$ cat config.mk
export PLATFORM = sky130hd
export DESIGN_NAME = divider_tap_scheduler
export DESIGN_NICKNAME = d
export VERILOG_FILES = /design/src/rtl/freq_div_pkg.sv /design/src/rtl/sync_div_counter.sv /design/src/rtl/divider_tap_scheduler.sv
export SDC_FILE = /design/constraint.sdc
export NUM_CORES = 1
export LEC_CHECK = 0
export CORE_ASPECT_RATIO = 0.7
export CORE_MARGIN = 2
export CORE_UTILIZATION = 46
export DETAILED_ROUTE_END_ITERATION = 8
export MAX_ROUTING_LAYER = met4
export PLACE_DENSITY = 0.77
export SKIP_CTS_REPAIR_TIMING = 1
export SLEW_MARGIN = 20
export SYNTH_ARGS = -nofsm -noshare
export SYNTH_HDL_FRONTEND = slang
export SYNTH_HIERARCHICAL = 1
export SYNTH_SLANG_ARGS = --single-unit
$ cat constraint.sdc
create_clock -name clk_in -period 1.5 [get_ports clk_in]
set_clock_uncertainty 0.1 [all_clocks]
set_input_delay 0.225 -clock clk_in [delete_from_list [all_inputs] [get_ports clk_in]]
set_output_delay 0.225 -clock clk_in [all_outputs]
set_load 0.01 [all_outputs]
$ cat src/rtl/freq_div_pkg.sv
// Shared types and sizing for the enable-gated divider and its tap scheduler.
package freq_div_pkg;

    localparam int unsigned DIV_STAGES_DEF = 7;

    // Tap-select width; a single-stage divider still needs one select bit.
    function automatic int unsigned sel_width(input int unsigned stages);
        return (stages > 1) ? $clog2(stages) : 1;
    endfunction

    localparam int unsigned SEL_W_DEF = sel_width(DIV_STAGES_DEF);

    typedef enum logic {
        IDLE = 1'b0,
        PEND = 1'b1
    } sched_state_e;

endpackage

$ cat src/rtl/sync_div_counter.sv
// Free-running binary divider counter with count enable and synchronous clear.
module sync_div_counter
    import freq_div_pkg::*;
#(
    parameter int unsigned WIDTH = DIV_STAGES_DEF
) (
    input  logic             clk_in,
    input  logic             rst_n,
    input  logic             en,
    input  logic             clr,
    output logic [WIDTH-1:0] cnt
);

    always_ff @(posedge clk_in) begin
        if (!rst_n || clr) begin
            cnt <= '0;
        end else if (en) begin
            cnt <= cnt + WIDTH'(1);
        end
    end

endmodule

$ cat src/rtl/divider_tap_scheduler.sv
// Binary clock divider whose tap is reconfigured through a valid/ready handshake;
// a new tap takes effect only at the end of the current output period.
module divider_tap_scheduler
    import freq_div_pkg::*;
#(
    parameter  int unsigned DIV_STAGES = DIV_STAGES_DEF,
    parameter  int unsigned RESET_SEL  = 0,
    localparam int unsigned SEL_W      = sel_width(DIV_STAGES)
) (
    input  logic             clk_in,
    input  logic             rst_n,
    input  logic             en,
    input  logic             cfg_valid,
    input  logic [SEL_W-1:0] cfg_sel,
    output logic             cfg_ready,
    output logic             cfg_err,
    output logic             cfg_done,
    output logic             div_out,
    output logic             tick,
    output logic [SEL_W-1:0] cur_sel
);

    localparam logic [SEL_W:0] SEL_LIMIT = (SEL_W + 1)'(DIV_STAGES);

    sched_state_e          state;
    logic [SEL_W-1:0]      pend_sel;
    logic [DIV_STAGES-1:0] cnt;
    logic [DIV_STAGES-1:0] cnt_inc;
    logic [DIV_STAGES-1:0] tap_mask;
    logic                  accept;
    logic                  sel_bad;
    logic                  do_switch;
    logic                  div_nxt;

    sync_div_counter #(
        .WIDTH (DIV_STAGES)
    ) u_counter (
        .clk_in (clk_in),
        .rst_n  (rst_n),
        .en     (en),
        .clr    (do_switch),
        .cnt    (cnt)
    );

    // Period-end detection, handshake decode and the next value of the div_out flop.
    always_comb begin
        tap_mask = '0;
        for (int i = 0; i < int'(DIV_STAGES); i++) begin
            tap_mask[i] = (i <= int'(cur_sel));
        end
        cnt_inc   = cnt + DIV_STAGES'(1);
        tick      = en && ((cnt & tap_mask) == tap_mask);
        accept    = (state == IDLE) && cfg_valid && cfg_ready;
        sel_bad   = {1'b0, cfg_sel} >= SEL_LIMIT;
        do_switch = (state == PEND) && tick;
        div_nxt   = div_out;
        if (do_switch) begin
            div_nxt = 1'b0;
        end else if (en) begin
            div_nxt = cnt_inc[cur_sel];
        end
    end

    // Scheduler FSM with registered handshake and status outputs.
    always_ff @(posedge clk_in) begin
        if (!rst_n) begin
            state     <= IDLE;
            cur_sel   <= SEL_W'(RESET_SEL);
            pend_sel  <= '0;
            div_out   <= 1'b0;
            cfg_ready <= 1'b0;
            cfg_err   <= 1'b0;
            cfg_done  <= 1'b0;
        end else begin
            cfg_err  <= 1'b0;
            cfg_done <= 1'b0;
            div_out  <= div_nxt;
            unique case (state)
                IDLE: begin
                    cfg_ready <= 1'b1;
                    if (accept) begin
                        if (sel_bad) begin
                            cfg_err <= 1'b1;
                        end else begin
                            pend_sel  <= cfg_sel;
                            state     <= PEND;
                            cfg_ready <= 1'b0;
                        end
                    end
                end
                PEND: begin
                    if (do_switch) begin
                        cur_sel   <= pend_sel;
                        state     <= IDLE;
                        cfg_done  <= 1'b1;
                        cfg_ready <= 1'b1;
                    end
                end
            endcase
        end
    end

endmodule
==> Word level (Yosys, flattened, before mapping) <==
Cells that the tools add are included.
{ "totals": {"register_bits": 18, "word_cells": 46} }
{ "op_classes": {"muxes": 11, "magnitude_cmp": 8, "eq_ne": 2, "n_reduce_logical": 11, "n_bitwise": 5, "add_sub_neg": 1} }
{ "op_table": {"columns": ["cell", "n"], "rows": [
  ["$le A3 B3 Y1 const A", 3],
  ["$mux W1", 8],
  ["$add A7 B1 Y7 const B", 1],
  ["$and A7 B7 Y7", 1],
  ["$eq A7 B7 Y1", 1],
  ["$le A2 B3 Y1 const A", 2],
  ["$logic_and A1 B1 Y1", 4],
  ["$lt A3 B4 Y1 const B", 1],
  ["$not A1 Y1", 4],
  ["$pmux W1 S2", 2],
  ["$reduce_and A2 Y1", 2],
  ["$bmux W1 S3", 1],
  ["$ge A3 B3 Y1 const B", 1],
  ["$le A1 B3 Y1 const A", 1],
  ["$reduce_and A3 Y1", 1],
  ["$reduce_or A3 Y1", 1],
  ["$ne A2 B1 Y1 const B", 1],
  ["$reduce_or A2 Y1", 1],
  ["$logic_not A1 Y1", 1],
  ["$logic_or A1 B1 Y1", 1]
]} }

==> Longest topological paths before layout <==
{ "logic_depth": {"depth_word": 7, "mapped_depth": 6} }

==> Cells and area by module <==
The synthesis kept the hierarchy.
{ "modules_own_cells": {"columns": ["mod", "seq_area_each_um2", "n_inst", "cells_per_inst", "area_each_um2"], "rows": [
  ["divider_tap_scheduler", 220.2, 1, 66, 644.4],
  ["sync_div_counter", 140.1, 1, 32, 299.0]
]} }

==> Worst setup path before layout <==
No wires, ideal clock.
{ "synth_path": {"kind": "register to register", "startpoint": "reg cur_sel[0]", "endpoint": "reg state", "slack_ps": -158, "stages_incl_launch_ff": 7, "setup_ps": 115, "arrival_time_ps": 1443, "path_cell_list": "dfxtp_1 -> buf_6 -> nand3b_1 -> o2111ai_2 -> nor3b_1 -> o21ai_0 -> and2_1"} }
{ "synth_between": {"elab_chain_len": 7, "word_cells_on_any_way": 12, "cone_classes": "6 x order compare; 1 x eq/ne; 2 x mux; 1 x bitwise; 2 x reduce/logical"} }
{ "synth_rtl": {"columns": ["element", "line_no", "text"], "rows": [
  ["from (decl)", "divider_tap_scheduler.sv:20", "output logic [SEL_W-1:0] cur_sel"],
  ["from (signal assigned)", "divider_tap_scheduler.sv:68", "cur_sel <= SEL_W'(RESET_SEL);"],
  ["from (signal assigned)", "divider_tap_scheduler.sv:93", "cur_sel <= pend_sel;"],
  ["$le A1 B3 Y1 (tied with other cells)", "divider_tap_scheduler.sv:49", "tap_mask[i] = (i <= int'(cur_sel));"],
  ["$and A7 B7 Y7", "divider_tap_scheduler.sv:52", "tick = en && ((cnt & tap_mask) == tap_mask);"],
  ["$eq A7 B7 Y1 (*)", "divider_tap_scheduler.sv:52", null],
  ["$logic_and A1 B1 Y1 (*)", "divider_tap_scheduler.sv:52", null],
  ["via tick", "divider_tap_scheduler.sv:19", "output logic tick,"],
  ["$logic_and A1 B1 Y1 (*)", "divider_tap_scheduler.sv:55", "do_switch = (state == PEND) && tick;"],
  ["$mux W1 (*)", "divider_tap_scheduler.sv:92", "if (do_switch) begin"],
  ["$pmux W1 S2 (*)", "divider_tap_scheduler.sv:78", "unique case (state)"],
  ["to (signal assigned)", "divider_tap_scheduler.sv:67", "state <= IDLE;"],
  ["to (signal assigned)", "divider_tap_scheduler.sv:86", "state <= PEND;"],
  ["to (signal assigned)", "divider_tap_scheduler.sv:94", "state <= IDLE;"],
  ["to (decl)", "divider_tap_scheduler.sv:25", "sched_state_e state;"]
]} }
The timed path passes the listed nets; every way through them passes the cells marked *.
A chain may end at the register's enable or synchronous reset.

==> Worst setup path in the final report <==
{ "layout_path": {"startpoint": "reg cur_sel[1]", "endpoint": "reg cur_sel[0]"} }
{ "layout_between": {"elab_chain_len": 6, "word_cells_on_any_way": 11, "cone_classes": "6 x order compare; 1 x eq/ne; 1 x bitwise; 3 x reduce/logical"} }
{ "layout_rtl": {"columns": ["element", "line_no", "text"], "rows": [
  ["$le A1 B3 Y1 (tied with other cells)", "divider_tap_scheduler.sv:49", null],
  ["$and A7 B7 Y7", "divider_tap_scheduler.sv:52", null],
  ["$eq A7 B7 Y1 (*)", "divider_tap_scheduler.sv:52", null],
  ["$logic_and A1 B1 Y1 (*)", "divider_tap_scheduler.sv:52", null],
  ["$logic_and A1 B1 Y1 (*)", "divider_tap_scheduler.sv:55", null],
  ["via do_switch", "divider_tap_scheduler.sv:32", "logic do_switch;"],
  ["$reduce_and A2 Y1 (no source line) (*)", null, null]
]} }
Marked as above.

==> metrics.md <==
| Metric | Value |
|---|---|
| Number of cells on the critical path | 7 |
| CP Launch Type | register |
| Worst hold start | pend_sel[1] |
| CTS Buf Count | 3 |
| Crit path launch | cur_sel[1] |
| Post-synth EDFFs | 0 |
| Post-Syn Area per Cell | 9.63 um2 |
| Diodes inserted | 0 |
| Register area share after synthesis | 38.2% |
| CTS tree | built |
| H-tree depth | 1 |
| Port Buffers | 14 |
| CP max-delay cell | dfxtp_2 |
| Max FO, Critical Path | 5 |
| First-pass GRT wire length | 4000 um |
| Vias per cell | 5.85 |
| Vias in the first global route | 869 |
| Worst Hold Class | reg -> reg |
| Crit end category | register |
| Post-Synthesis Cells | 98 |
| Number of DRC markers in iteration 0 | 71 |
| Mapped cell area | 943 um2 |
| RePlAce Congestion | 0.807 |
| Min cycle time layout | 1.70 ns |
| Die area | 2430 um2 |
| Synthesis-to-finish area growth | 41.2% |
| RR Startpoint | cur_sel[1] |
| Most used DFF post-synth | dfxtp_1 |
| Drt first pass iters | 4 |
| Worst EP arrival | 1.80 ns |
| Number of synthesized register bits | 18 |
| Hold Slack | 0.429 ns |
| Worst r2r dst | cur_sel[0] |
| Worst EP required | 1.60 ns |
| Critical-path cell list | a21bo_2, a21boi_2, buf_4, nor4b_4, buf_4, mux2i_1, nor2b_1 |
| CP Class | reg -> reg |
| MaxCap Viol Count | 0 |
| Clk buf depth | 2 |
| # setup viols final | 15 |
| Final Util | 70.0% |
| Post-route cell area | 1330 um2 |
| CTS root buf | clkbuf_4 |
| Yosys warning total | 6 |
| Top cell type's share of synthesized area | 38.2% |
| Share of layout cells above drive strength 1 | 39.3% |
| Remaining Overflow, GRT | 0 |
| Area of the core | 1900 um2 |
| Async S/R FF share, synth | 0% |
| Clk slew on worst S/H paths | 0.11 ns |
| Outcome | finished, violations left |
| Fill cells | 140 |
| Worst IR Drop VDD | 0.562 mV |
| Ports | 15 |
| Worst Path Buf+Inv | 2 |
| Post-detail-place hpwl | 1850 um |
| Drt total wl | 2380 um |
| R2r worst-path depth | 7 |
| Multi-input logic area | 582 um2 |
| Max Freq | 588 MHz |
| Hold Vio Cnt, Final | 0 |
| Largest net degree at the start of global routing | 12 |
| Seq. cell area | 369 um2 |
| Pwr dens | 733 nW/um2 |
| Initial antenna violation count | 0 |
| Slew @ Worst Pin | 0.347 ns |
| Final worst slack | -0.201 ns |
| Skew-Pair Late Insertion Delay | 0.30 ns |
| Starting Density | 49.6% |
| Final Max Tran Viols | 0 |
| DRC errors left | 0 |
| Core Rows | 13 |
| Gr usage total | 22.8% |
| Nets | 145 |
| Worst hold path depth | 2 |
| Synth area leader | dfxtp_1 |
| Worst hold path endpoint | cur_sel[1] |
| Routed Antenna Nets | 0 |
| Ratio of final minimum period to clock period | 113% |
| R2r setup slk | -0.20 ns |
| Chip Height | 41.9 um |
| CP peak stage delay | 0.35 ns |
| Leak | 0.597 nW |
| Post-synth cell types | 40 |
| Mapped Nets | 107 |
| Main area contributors after synthesis | dfxtp_1 38%, xor2_1 6.5%, mux2i_1 4.2% |
| Top cell by count, worst path | buf_4 |
| Die width | 58.1 um |
| Routed len/inst | 15.1 um |
| Failing checks | negative setup slack |
| RSZ-0062 raised after global routing | true |
| Cell Area, Placed | 1270 um2 |
| Slew Limit Headroom | 76.5% |
| Final TNS setup | -1.52 ns |
| Crit-path leading delay family | flip-flops |
| TritonCTS Sinks | 18 |
| DR vias | 919 |
## cells in the final DEF, fill, tap and decap left out, drive strengths merged
cell	instances
o211ai	1
and3	3
or2	1
nor4b	2
nand2b	1
o21ai	4
o221a	3
o311a	1
nand3	5
dfxtp	18
nand4	4
nand3b	1
inv	2
a21bo	1
a211o	1
a31oi	2
and2	2
a31o	1
or3	2
a211oi	1
nand4bb	1
a21boi	1
a21oi	3
xor2	7
buf	23
nor2	8
xnor2	2
clkdlybuf4s50	9
nor3b	1
dlymetal6s2s	4
o22ai	1
nand2	5
clkbuf	4
mux2i	4
ha	2
nor2b	3
o2111ai	1
## worst max-delay path by stage
| stage | to | slack [ns] |
|---|---|---|
| after floorplan | u_counter/cnt[0] | -0.11 |
| after global placement | tick | -0.53 |
| after detailed placement | cur_sel[0] | -0.54 |
| after CTS | tick | -0.60 |
| after global routing | tick | -0.27 |
| final | cur_sel[0] | -0.20 |
## flip-flops by register name, summed over array words and instances (netlist names)
register and flops:
state 1, cfg_ready 1, u_counter/cnt 7, cur_sel 3, div_out 1, pend_sel 3
cfg_err 1, cfg_done 1
## cell usage after synthesis, types with 3 or more instances
cell type / number
a21oi_1: 3
dfxtp_1: 18
mux2i_1: 4
nand2_1: 5
nand3_1: 5
nand4_1: 3
nor2_1: 8
nor2b_1: 3
o21ai_0: 4
o221a_2: 3
xor2_1: 7
## worst register-to-register path, stage by stage, from the launching register on
cell and delay, ns:
dfxtp_2 0.35, a21bo_2 0.19, a21boi_2 0.06, buf_4 0.15
nor4b_4 0.29, buf_4 0.20, mux2i_1 0.20, nor2b_1 0.06
## layer usage
layer / track usage (%) / vias up / share of wire (%)
met2: 35.0 / 45 / 49
met4: 6.98 / 0 / 1.6
met1: 29.2 / 433 / 41
met3: 6.54 / 6 / 8.1
li1: - / 435 / -
met5: - / - / 0
## metrics by stage
step	setup WS (ns)	power, mW	std cells
4_1_cts	-0.600	0.989	157
3_3_place_gp	-0.527	0.674	153
6_report	-0.201	0.976	157
5_1_grt	-0.272	1.03	157
2_1_floorplan	-0.108	0.602	98
3_5_place_dp	-0.543	0.682	153
## power breakdown
group / switching [mW] / internal [mW] / total [mW] / leakage, nW
Clock: 0.155 / 0.148 / 0.304 / 0.0210
Sequential: 0.0163 / 0.500 / 0.516 / 0.150
Combinational: 0.0747 / 0.0821 / 0.157 / 0.426
Total: 0.246 / 0.730 / 0.976 / 0.597
## final cells by class
type	count	area share [%]
Tap cell	22	2.07
Clock buffer	4	2.72
Inverter	2	0.563
Multi-Input combinational cell	75	43.7
Timing Repair Buffer	36	23.3
Sequential cell	18	27.7
## logic make-up (layout without fill, tap and decap cells)
logic type / after synthesis / in the layout / synth area share [%]
simple gates: 39 / 39 / 25.6
compound gates: 21 / 21 / 17.8
flops: 18 / 18 / 38.2
xor+xnor: 9 / 9 / 8.36
buf+inv: 5 / 42 / 3.18
mux: 4 / 4 / 4.24
fa+ha+maj: 2 / 2 / 2.65
Power figures use the tool's default switching activity.
==> edit, RTL diff (config.mk and constraints unchanged) <==
Make the reset (`rst_n`) asynchronous in one clocked block.
--- a/src/rtl/divider_tap_scheduler.sv
+++ b/src/rtl/divider_tap_scheduler.sv
@@ -62,7 +62,7 @@
     end
 
     // Scheduler FSM with registered handshake and status outputs.
-    always_ff @(posedge clk_in) begin
+    always_ff @(posedge clk_in or negedge rst_n) begin
         if (!rst_n) begin
             state     <= IDLE;
             cur_sel   <= SEL_W'(RESET_SEL);
Function: differs if rst_n is asserted again (counterexample within 4 cycles, from zero or initial values and one cycle with rst_n low); with rst_n held inactive, the same outputs for 10 cycles.
==> edit against the unedited design <==
Routed wire length up 3.6%. The flow still finishes with violations (negative setup slack). Sequential cell count unchanged. Largest cell class unchanged. Design area up 7.5%. Global-route usage down 0.38 points. Die area up 0.37%. Synthesized area up 0.40%. Worst setup slack worse by 7.9 ps.
Power is not compared: it rests on default switching activity, and its combinational part moved more than twofold at a synthesized area within 25%.
==> edit: results (changes against the unedited design) <==
| Metric | Value |
|---|---|
| DP Worst Slack | `-460 ps (was -543 ps)` |
| Iteration count of the initial detailed-routing pass | `4 (unchanged)` |
| Setup TNS | `-1570 ps (was -1520 ps)` |
| Syn_nets | `104 (was 107)` |
| Critical R2R Capture | `cur_sel[2]$_DFFE_PN0P_ (was cur_sel[0]$_SDFFE_PN0P_)` |
| Final-report setup violation count | `13 (was 15)` |
| Yosys cell types | `36 (was 40)` |
| Final setup margin | `-209 ps (was -201 ps)` |
| Layout fillers | `132 (was 140)` |
| Lkg Pwr | `0.000704 µW` |
| Async SR Flop Fraction | `61.1% (was 0%)` |
| Post-synthesis cell count | `95 (was 98)` |
| Worst Max-Slew Pin Slew | `369 ps (was 347 ps)` |
| R2r worst-path depth | `5 (was 7)` |
| Worst EP arrival | `1380 ps (was 1800 ps)` |
| Critical path capture point | `tick (was cur_sel[0]$_SDFFE_PN0P_)` |
| Area contributors post-synth | `dfrtp_1 29%, dfxtp_1 15%, xor2_1 5.5% (was dfxtp_1 38%, xor2_1 6.5%, mux2i_1 4.2%)` |
| Post-Layout Cell Count | `160 (was 157)` |
| Worst hold path type | `input port to asynchronous set/reset pin (was register to register)` |
| Largest net degree at the start of global routing | `12 (unchanged)` |
| Latest clock arrival within the worst-skew pair | `300 ps (about the same)` |
| Startpoint types | `register (unchanged)` |
| Status | `finished, violations left (unchanged)` |
| Critical R2R Launch | `cur_sel[0]$_DFFE_PN0P_ (was cur_sel[1]$_SDFFE_PN0P_)` |
| Max-cap violations | `0 (unchanged)` |
| Worst vdd ir | `~1100 µV` |
| Ant. Diodes | `0 (unchanged)` |
| Clock H-tree levels | `1 (unchanged)` |
| Failing checks | `negative setup slack (unchanged)` |
| Total GRT Usage | `22.5% (was 22.8%)` |
| Area post-placement | `0.00135 mm² (was 0.00127 mm²)` |
| Initial antenna violation count | `0 (unchanged)` |
| Register area share after synthesis | `43.9% (was 38.2%)` |
| Most frequent cells after synthesis | `11 x dfrtp_1, 10 x nor2_1, 7 x dfxtp_1 (was 18 x dfxtp_1, 8 x nor2_1, 7 x xor2_1)` |
| Routed vias/inst | `5.67 (was 5.85)` |
| Layout cells sized above 1 | `39.1% (was 39.3%)` |
| First-pass GRT wire length | `3.95 mm (was 4.00 mm)` |
| Final nets | `148 (was 145)` |
| Vias in the first global route | `839 (was 869)` |
| Final Wtd Congestion | `0.878 (was 0.807)` |
| Initial DRC count | `39 (was 71)` |
| R2r setup slk | `-140 ps (was -200 ps)` |
| Post-DRT Antenna Nets | `0 (unchanged)` |
| Final HPWL DP | `1.94 mm (was 1.85 mm)` |
| Final wirelength | `2.46 mm (was 2.38 mm)` |
| Hold_ws | `259 ps (was 429 ps)` |
| CP max FO | `5 (unchanged)` |
-- edit: cell count changes in the layout (fill, tap and decap cells not counted), moves of 3 or more --
cell / change
o221a_2: -3
dfxtp_1: -6
dfrtp_2: +3
clkdlybuf4s50_1: -3
dlymetal6s2s_1: +3
mux2_4: +3
dfrtp_1: +8
a21oi_1: +3
dfxtp_2: -7
mux2i_1: -3
buf_4: +4
nor2_1: +3
o22a_1: +3
-- edit: layout make-up --
| type | instances | area [µm²] | share of cell area (%) |
|---|---|---|---|
| clock buffers | 4 | 36.3 | 2.53 |
| multi-input cells | 71 | 568 | 39.7 |
| flip-flops and latches | 18 | 427 | 29.8 |
| repair buffers | 41 | 359 | 25.1 |
| well taps | 22 | 27.5 | 1.92 |
| inverters | 4 | 15.0 | 1.05 |
-- edit: critical path, cell delays in order, from the launching register on --
cell and delay [ps]:
dfrtp_2 460, o21ba_4 240, o22ai_4 110, nand3_2 100
inv_1 60, clkbuf_2 120
-- edit: cell families (layout without fill, tap and decap cells) --
logic type,Yosys count,count (layout),synth area share (%)
and+or+nand+nor,36,36,20.6
AOI/OAI and AO/OA,22,22,18.2
DFF,18,18,43.9
xor gates and xnor gates,7,7,6.47
buffers and inverters,6,49,3.57
muxes,4,4,4.62
adders and majority gates,2,2,2.64
-- edit: report_power, final --
group	switching [µW]	leakage (µW)	internal, µW	total, µW
Clock	157	0.0000210	148	305
Sequential	143	0.000185	619	762
Combinational	389	0.000498	542	931
Total	689	0.000704	1310	2000
-- edit: routing by layer --
| layer | global-route usage [%] | routed length, µm |
|---|---|---|
| met3 | 6.54 | 167 |
| met1 | 31.7 | 1080 |
| met2 | 32.7 | 1180 |
| met4 | 3.26 | 36 |
| met5 | - | 0 |
